[config.mk]
export PLATFORM = sky130hd
export DESIGN_NAME = cpu_run_controller_flat
export DESIGN_NICKNAME = d
export VERILOG_FILES = /design/src/rtl/cpu_run_controller_if.sv /design/src/rtl/cpu_run_controller.sv /design/src/flat_wrapper.sv
export SDC_FILE = /design/constraint.sdc
export NUM_CORES = 1
export LEC_CHECK = 0
export ABC_CLOCK_PERIOD_IN_PS = 5100
export BUFFER_PORTS_ARGS = -buffer_cell sky130_fd_sc_hd__buf_2
export CORE_MARGIN = 5
export CORE_UTILIZATION = 47
export CTS_CLUSTER_SIZE = 16
export DETAILED_ROUTE_END_ITERATION = 6
export GPL_ROUTABILITY_DRIVEN = 0
export GPL_TIMING_DRIVEN = 1
export PLACE_DENSITY = 0.77
export RECOVER_POWER = 50
export SLEW_MARGIN = 10
export SYNTH_ARGS = -nofsm -noshare
export SYNTH_HDL_FRONTEND = slang
export SYNTH_SLANG_ARGS = --single-unit
[constraint.sdc]
create_clock -name CLK -period 5.1 [get_ports CLK]
set_input_delay 0.51 -clock CLK [delete_from_list [all_inputs] [get_ports CLK]]
set_output_delay 0.51 -clock CLK [all_outputs]
set_load 0.03 [all_outputs]
[src/rtl/cpu_run_controller_if.sv]
// Host command/response channel of the run controller: one valid/ready command path
// and one valid/ready response path.
interface cpu_run_controller_if;
   logic        cmd_valid;
   logic        cmd_ready;
   logic [3:0]  cmd_op;
   logic [4:0]  cmd_addr;
   logic [31:0] cmd_data;
   logic        rsp_valid;
   logic        rsp_ready;
   logic [31:0] rsp_data;
   logic        rsp_err;

   modport master (
      output cmd_valid, cmd_op, cmd_addr, cmd_data, rsp_ready,
      input  cmd_ready, rsp_valid, rsp_data, rsp_err
   );

   modport slave (
      input  cmd_valid, cmd_op, cmd_addr, cmd_data, rsp_ready,
      output cmd_ready, rsp_valid, rsp_data, rsp_err
   );
endinterface

[src/rtl/cpu_run_controller.sv]
// Run/halt/step sequencer and debug-access port for the rv32i core: stalls the core at
// instruction boundaries, single-steps, accesses PC/GPRs while halted, one PC breakpoint.
module cpu_run_controller #(
   parameter int HALT_ON_RESET  = 1,
   parameter int TIMEOUT_CYCLES = 1024
) (
   input  logic                 CLK,
   input  logic                 RST,
   cpu_run_controller_if.slave  host,
   input  logic                 core_pc_fire,
   input  logic                 core_idle,
   output logic                 cm_pc_stall,
   input  logic [31:0]          cm_pc_read_data,
   output logic                 cm_pc_we,
   output logic [31:0]          cm_pc_write_data,
   output logic [4:0]           cm_regfile_addr,
   input  logic [31:0]          cm_regfile_read_data,
   output logic                 cm_regfile_we,
   output logic [31:0]          cm_regfile_write_data
);

   typedef enum logic [2:0] {
      S_RUNNING, S_HALTING, S_HALTED, S_STEP_RUN, S_STEP_DRAIN, S_ACCESS, S_RESP
   } state_t;

   localparam state_t RESET_STATE = (HALT_ON_RESET != 0) ? S_HALTED : S_RUNNING;
   localparam int TW = $clog2(TIMEOUT_CYCLES);
   localparam logic [TW-1:0] TIMER_LAST = TW'(TIMEOUT_CYCLES - 1);

   localparam logic [3:0] OP_STATUS = 4'd0;
   localparam logic [3:0] OP_HALT   = 4'd1;
   localparam logic [3:0] OP_RESUME = 4'd2;
   localparam logic [3:0] OP_STEP   = 4'd3;
   localparam logic [3:0] OP_RD_PC  = 4'd4;
   localparam logic [3:0] OP_WR_PC  = 4'd5;
   localparam logic [3:0] OP_RD_REG = 4'd6;
   localparam logic [3:0] OP_WR_REG = 4'd7;
   localparam logic [3:0] OP_SET_BP = 4'd8;
   localparam logic [3:0] OP_CLR_BP = 4'd9;

   state_t        state, state_nxt, ret_state, ret_nxt;
   logic [3:0]    acc_op, acc_op_nxt;
   logic          rsp_valid_q, rsp_valid_nxt;
   logic [31:0]   rsp_data_q, rsp_data_nxt;
   logic          rsp_err_q, rsp_err_nxt;
   logic          pc_we_nxt, rf_we_nxt;
   logic [31:0]   pc_wdata_nxt, rf_wdata_nxt;
   logic [4:0]    rf_addr_nxt;
   logic          bp_en, bp_en_nxt;
   logic [31:0]   bp_addr, bp_addr_nxt;
   logic          skip_bp, skip_bp_nxt;
   logic [TW-1:0] timer, timer_nxt;
   logic          cmd_fire, bp_hit, is_halted;

   always_ff @(posedge CLK or posedge RST) begin
      if (RST) begin
         state                 <= RESET_STATE;
         ret_state             <= RESET_STATE;
         acc_op                <= OP_STATUS;
         rsp_valid_q           <= 1'b0;
         rsp_data_q            <= '0;
         rsp_err_q             <= 1'b0;
         cm_pc_we              <= 1'b0;
         cm_pc_write_data      <= '0;
         cm_regfile_we         <= 1'b0;
         cm_regfile_addr       <= '0;
         cm_regfile_write_data <= '0;
         bp_en                 <= 1'b0;
         bp_addr               <= '0;
         skip_bp               <= 1'b0;
         timer                 <= '0;
      end else begin
         state                 <= state_nxt;
         ret_state             <= ret_nxt;
         acc_op                <= acc_op_nxt;
         rsp_valid_q           <= rsp_valid_nxt;
         rsp_data_q            <= rsp_data_nxt;
         rsp_err_q             <= rsp_err_nxt;
         cm_pc_we              <= pc_we_nxt;
         cm_pc_write_data      <= pc_wdata_nxt;
         cm_regfile_we         <= rf_we_nxt;
         cm_regfile_addr       <= rf_addr_nxt;
         cm_regfile_write_data <= rf_wdata_nxt;
         bp_en                 <= bp_en_nxt;
         bp_addr               <= bp_addr_nxt;
         skip_bp               <= skip_bp_nxt;
         timer                 <= timer_nxt;
      end
   end

   always_comb begin
      state_nxt     = state;
      ret_nxt       = ret_state;
      acc_op_nxt    = acc_op;
      rsp_data_nxt  = rsp_data_q;
      rsp_err_nxt   = rsp_err_q;
      pc_we_nxt     = 1'b0;
      pc_wdata_nxt  = cm_pc_write_data;
      rf_we_nxt     = 1'b0;
      rf_addr_nxt   = cm_regfile_addr;
      rf_wdata_nxt  = cm_regfile_write_data;
      bp_en_nxt     = bp_en;
      bp_addr_nxt   = bp_addr;
      skip_bp_nxt   = core_pc_fire ? 1'b0 : skip_bp;
      timer_nxt     = timer;

      case (state)
         S_RUNNING, S_HALTED: begin
            if (cmd_fire) begin
               // Every accepted command ends in RESP; ret_nxt picks where RESP releases to.
               state_nxt    = S_RESP;
               ret_nxt      = state;
               rsp_data_nxt = '0;
               rsp_err_nxt  = 1'b0;
               case (host.cmd_op)
                  OP_STATUS: rsp_data_nxt = {29'b0, bp_en, is_halted, (state == S_RUNNING)};
                  OP_HALT: begin
                     if (!is_halted) begin
                        state_nxt = S_HALTING;
                        timer_nxt = '0;
                     end
                  end
                  OP_RESUME: begin
                     ret_nxt = S_RUNNING;
                     if (is_halted) skip_bp_nxt = 1'b1;
                  end
                  OP_STEP: begin
                     if (is_halted) begin
                        state_nxt   = S_STEP_RUN;
                        skip_bp_nxt = 1'b1;
                        timer_nxt   = '0;
                     end else begin
                        rsp_err_nxt = 1'b1;
                     end
                  end
                  OP_RD_PC, OP_WR_PC, OP_RD_REG, OP_WR_REG: begin
                     if (is_halted) begin
                        state_nxt  = S_ACCESS;
                        acc_op_nxt = host.cmd_op;
                        if (host.cmd_op == OP_RD_REG || host.cmd_op == OP_WR_REG)
                           rf_addr_nxt = host.cmd_addr;
                        if (host.cmd_op == OP_WR_PC) begin
                           pc_we_nxt    = 1'b1;
                           pc_wdata_nxt = host.cmd_data;
                        end
                        if (host.cmd_op == OP_WR_REG) begin
                           rf_we_nxt    = 1'b1;
                           rf_wdata_nxt = host.cmd_data;
                        end
                     end else begin
                        rsp_err_nxt = 1'b1;
                     end
                  end
                  OP_SET_BP: begin
                     bp_en_nxt   = 1'b1;
                     bp_addr_nxt = host.cmd_data;
                  end
                  OP_CLR_BP: bp_en_nxt = 1'b0;
                  default:   rsp_err_nxt = 1'b1;
               endcase
            end else if (state == S_RUNNING && bp_hit && !skip_bp && core_idle) begin
               state_nxt = S_HALTED;
            end
         end
         S_HALTING, S_STEP_RUN, S_STEP_DRAIN: begin
            if (state == S_STEP_RUN && core_pc_fire) begin
               state_nxt = S_STEP_DRAIN;
               timer_nxt = '0;
            end else if (state != S_STEP_RUN && core_idle) begin
               state_nxt    = S_RESP;
               ret_nxt      = S_HALTED;
               rsp_data_nxt = '0;
               rsp_err_nxt  = 1'b0;
            end else if (timer == TIMER_LAST) begin
               // A halt that never drains leaves the core running; a stuck step stays halted.
               state_nxt    = S_RESP;
               ret_nxt      = (state == S_HALTING) ? S_RUNNING : S_HALTED;
               rsp_data_nxt = '0;
               rsp_err_nxt  = 1'b1;
            end else begin
               timer_nxt = timer + 1'b1;
            end
         end
         S_ACCESS: begin
            state_nxt    = S_RESP;
            ret_nxt      = S_HALTED;
            rsp_err_nxt  = 1'b0;
            rsp_data_nxt = (acc_op == OP_RD_PC)  ? cm_pc_read_data :
                           (acc_op == OP_RD_REG) ? cm_regfile_read_data : 32'h0;
         end
         S_RESP: begin
            if (host.rsp_ready) state_nxt = ret_state;
         end
         default: state_nxt = RESET_STATE;
      endcase

      rsp_valid_nxt = (state_nxt == S_RESP);
   end

   always_comb begin
      is_halted      = (state == S_HALTED);
      host.cmd_ready = (state == S_RUNNING || state == S_HALTED) && !rsp_valid_q;
      cmd_fire       = host.cmd_valid && host.cmd_ready;
      bp_hit         = bp_en && (cm_pc_read_data == bp_addr);
      cm_pc_stall    = (state != S_RUNNING && state != S_STEP_RUN) || (bp_hit && !skip_bp);
      host.rsp_valid = rsp_valid_q;
      host.rsp_data  = rsp_data_q;
      host.rsp_err   = rsp_err_q;
   end

endmodule

[src/flat_wrapper.sv]
// flat-port wrapper written by rule: the top's interface ports become plain ports
module cpu_run_controller_flat 
#(
   parameter int HALT_ON_RESET  = 1,
   parameter int TIMEOUT_CYCLES = 1024
)
  (CLK, RST, core_pc_fire, core_idle, cm_pc_stall, cm_pc_read_data, cm_pc_we, cm_pc_write_data, cm_regfile_addr, cm_regfile_read_data, cm_regfile_we, cm_regfile_write_data, host_cmd_valid, host_cmd_op, host_cmd_addr, host_cmd_data, host_rsp_ready, host_cmd_ready, host_rsp_valid, host_rsp_data, host_rsp_err);
  cpu_run_controller_if host_i ();
  input  logic CLK;
  input  logic RST;
  input  logic core_pc_fire;
  input  logic core_idle;
  output logic cm_pc_stall;
  input  logic [31:0] cm_pc_read_data;
  output logic cm_pc_we;
  output logic [31:0] cm_pc_write_data;
  output logic [4:0] cm_regfile_addr;
  input  logic [31:0] cm_regfile_read_data;
  output logic cm_regfile_we;
  output logic [31:0] cm_regfile_write_data;
  input wire logic [$bits(host_i.cmd_valid)-1:0] host_cmd_valid;
  input wire logic [$bits(host_i.cmd_op)-1:0] host_cmd_op;
  input wire logic [$bits(host_i.cmd_addr)-1:0] host_cmd_addr;
  input wire logic [$bits(host_i.cmd_data)-1:0] host_cmd_data;
  input wire logic [$bits(host_i.rsp_ready)-1:0] host_rsp_ready;
  output wire logic [$bits(host_i.cmd_ready)-1:0] host_cmd_ready;
  output wire logic [$bits(host_i.rsp_valid)-1:0] host_rsp_valid;
  output wire logic [$bits(host_i.rsp_data)-1:0] host_rsp_data;
  output wire logic [$bits(host_i.rsp_err)-1:0] host_rsp_err;
  assign host_i.cmd_valid = host_cmd_valid;
  assign host_i.cmd_op = host_cmd_op;
  assign host_i.cmd_addr = host_cmd_addr;
  assign host_i.cmd_data = host_cmd_data;
  assign host_i.rsp_ready = host_rsp_ready;
  assign host_cmd_ready = host_i.cmd_ready;
  assign host_rsp_valid = host_i.rsp_valid;
  assign host_rsp_data = host_i.rsp_data;
  assign host_rsp_err = host_i.rsp_err;
  cpu_run_controller #(.HALT_ON_RESET(HALT_ON_RESET), .TIMEOUT_CYCLES(TIMEOUT_CYCLES)) u_core (.CLK(CLK), .RST(RST), .host(host_i), .core_pc_fire(core_pc_fire), .core_idle(core_idle), .cm_pc_stall(cm_pc_stall), .cm_pc_read_data(cm_pc_read_data), .cm_pc_we(cm_pc_we), .cm_pc_write_data(cm_pc_write_data), .cm_regfile_addr(cm_regfile_addr), .cm_regfile_read_data(cm_regfile_read_data), .cm_regfile_we(cm_regfile_we), .cm_regfile_write_data(cm_regfile_write_data));
endmodule
==> impl_results.md <==
- Worst EP required: 5.34 ns
- Post-CTS Resized: 0
- DRT iter0 DRCs: 219
- Final Instance Count excl. Fillers: 957
- Via density: 5.484
- Net Sw Frac: 38.40%
- IO buf count: 217
- Mean Syn Cell Area: 13.15 um^2
- CTS Hold Bufs: 0
- CP startpoint kind: primary input
- Pint: 0.003232 W
- Ys async rst share: 100.0%
- Core area: 15030 um^2
- GRT overflow: 0
- Fillers: 1229
- WP buf/inv: 3
- RSZ-0062 raised after global routing: no
- Placed Instance Area: 8364 um^2
- Number of antenna diodes: 0
- DIE WIDTH: 133.1 um
- Failing checks: max-capacitance violations, max-slew violations
- Number of global-route vias before repair: 5757
- Most common cell after layout, fill and taps aside: buf_2
- Reg power frac: 37.9%
- Critical path capture point type: asynchronous set/reset pin
- Final Power: 0.005246 W
- Sum Neg Setup Slack: 0 ns
- Root Buffer: clkbuf_16
- Site row count: 45
- Avg WL per Cell: 20.25 um
- CTS Sinks: 159
- Longest Clk Path Bufs: 2
- Num ports: 218
- DRT Pass-1 Iters: 7
- Post-Place Cells: 924
- Main synth FF type: dfrtp_1
- F_max: 0.3491 GHz
- Post-Syn Area: 7127 um^2
- First-pass GRT wire length: 31130 um
- Clk_skew: 0.01106 ns
- Path type of the worst setup path: in2async
- Nets: 868
- Seq/Total Area, Yosys: 55.86%
- Netlist cell types: 57
- Final Util: 59.49%
- GR Util All Layers: 22.39%
- Clock-pin slew on the worst setup and hold paths: 0.06 ns
- Pwr per Cell Area: 586.6 nW/um^2
- Final Hold Viols: 0
- Register bit total from synthesis: 159
- HP Class: in2reg
- Worst EP arrival: 3.10 ns
- Fin crit share: 56.17%
- Worst Max-Slew Pin Slew: 1.929 ns
- Starting Density: 47.41%
- Vias: 5248
- Worst path cell trace: buf_2 -> clkinvlp_2 -> clkbuf_2
- Syn Inst Count: 542
- Setup Buffers After CTS: 0
- Post-Syn Nets: 654
- Comb power frac: 36.7%
- CTS tree: done
- Clock Power Share: 25.3%
- Largest delay share family, worst path: buffers and inverters
- Drt total wl: 19380 um
- Critical path's slowest cell: clkbuf_2
- Detailed Place HPWL: 14190 um
- P_leak: 4.375 nW
- Rel. slew slack: -29.34%
- Psw: 0.002015 W
- Area Overhead vs Synth: 25.49%
- ANT nets after route: 0
- DRC: 0
- Yosys warns: 0
- Time the worst path needs with I/O delays and setup: 2.865 ns
- Setup violators final: 0
- Max Slew Vio Count: 111
- Layout cells sized above 1: 37.97%
- Status: complete, but fails checks
- Most frequent cells in the layout: 164 x buf_2, 156 x dfrtp_1, 79 x mux2_2
- Largest net degree at the start of global routing: 66
- Die Ht: 133.1 um
- Post-synth EDFFs: 0
- MaxCap Viol Count: 2
- Critical path fanouts, max: 65
- Cts bufs inserted: 17
- Worst VDD drop: 0.0003135 V
- Initial antenna violation count: 0
- H-tree depth: 4
- Skew-Pair Late Insertion Delay: 0.43 ns
- Die area: 17730 um^2
- Post-route cell area: 8944 um^2
- Critical Path Max Stage Delay: 1.35 ns
==> power groups by stage <==
stage                     combinational [W]  sequential, W  clock [W]
after floorplan                    0.000890        0.00243          0
after global placement              0.00190        0.00197          0
after detailed placement            0.00195        0.00200          0
after CTS                           0.00196        0.00199    0.00135
after global routing                0.00206        0.00205    0.00141
final                               0.00193        0.00199    0.00133
==> worst paths after layout <==
path | slack, ns | cells past startpoint | to | startpoint
max in group CLK | 2.24 | 4 | u_core.bp_addr[24] | u_core.state[0]
max reg2reg | 2.24 | 4 | u_core.bp_addr[24] | u_core.state[0]
min in group asynchronous | 0.57 | 2 | u_core.ret_state[2] | RST
max | 2.24 | 3 | u_core.cm_pc_write_data[28] | RST
min reg2reg | 0.49 | 1 | u_core.acc_op[2] | u_core.acc_op[2]
min | 0.32 | 2 | u_core.cm_regfile_addr[1] | host_cmd_addr[1]
==> cells by family after synthesis <==
kind of cell,after synthesis,share of synthesized area [%]
adder cells (fa/ha/maj),1,0.1755
flip-flops,159,55.86
AO/OA/AOI/OAI,78,8.041
multiplexers,139,21.42
buffers and inverters,36,2.423
XOR/XNOR,35,4.301
AND/OR/NAND/NOR,94,7.778
==> synthesized netlist by cell type (all sizes together) (3+ instances only) <==
cell type	n	area [um^2]
a21o	4	30.03
a21oi	15	78.83
and2	4	25.02
buf	14	90.08
clkbuf	14	52.55
dfrtp	157	3929
inv	8	30.03
mux2	108	1216
mux2i	31	310.3
nand2	20	77.58
nand2b	7	43.79
nand3	11	60.06
nand4	12	75.07
nor2	12	55.06
nor3	3	15.01
nor4	3	18.77
nor4b	4	41.29
o21ai	10	50.05
o22ai	3	18.77
o2bb2ai	30	262.8
o31ai	3	22.52
or3	4	25.02
or4	4	30.03
xnor2	32	280.3
xor2	3	26.28
==> metrics by stage <==
| stage | hold WS (ns) | setup WS, ns |
|---|---|---|
| CTS | 0.08872 | 2.212 |
| global route | 0.3131 | 1.668 |
| detailed placement | 0.4673 | 2.245 |
| global placement | 0.4470 | 2.362 |
| floorplan | 0.4255 | 0.3017 |
| finish | 0.3241 | 2.235 |
==> routing by layer <==
metal / vias up / GRT usage [%] / share of wire [%]
met5: - / 0 / 0
met4: 0 / 5.886 / 0.98
met3: 16 / 7.364 / 7.3
met2: 203 / 37.92 / 51
met1: 2625 / 27.76 / 41
li1: 2404 / - / -
==> worst register-to-register path: stages (launching register included) <==
cell and delay, ns:
dfrtp_1 0.59, nor4b_2 0.65, nand3_1 0.27, nor2_4 0.79, mux2_2 0.45
==> registers in the layout, summed over array words and instances, names as in the netlist <==
signal and flops:
u_core.ret_state 3, u_core.timer 10, u_core.cm_pc_we 1, u_core.cm_regfile_write_data 32, u_core.cm_regfile_addr 5, u_core.bp_addr 32
u_core.cm_pc_write_data 32, u_core.skip_bp 1, u_core.cm_regfile_we 1, u_core.host.rsp_data 32, u_core.bp_en 1, u_core.host.rsp_err 1
u_core.acc_op 4, u_core.state 3, u_core.host.rsp_valid 1
==> final cells by class <==
type	count	area, um^2	area share [%]
Sequential cell	159	3983	44.53
Tap cell	188	235.2	2.630
Multi-Input combinational cell	347	2988	33.41
Clock inverter	10	150.1	1.679
Inverter	8	31.28	0.3497
Timing Repair Buffer	223	1082	12.10
Clock buffer	22	474.2	5.302
(Power assumes the default switching activity.)
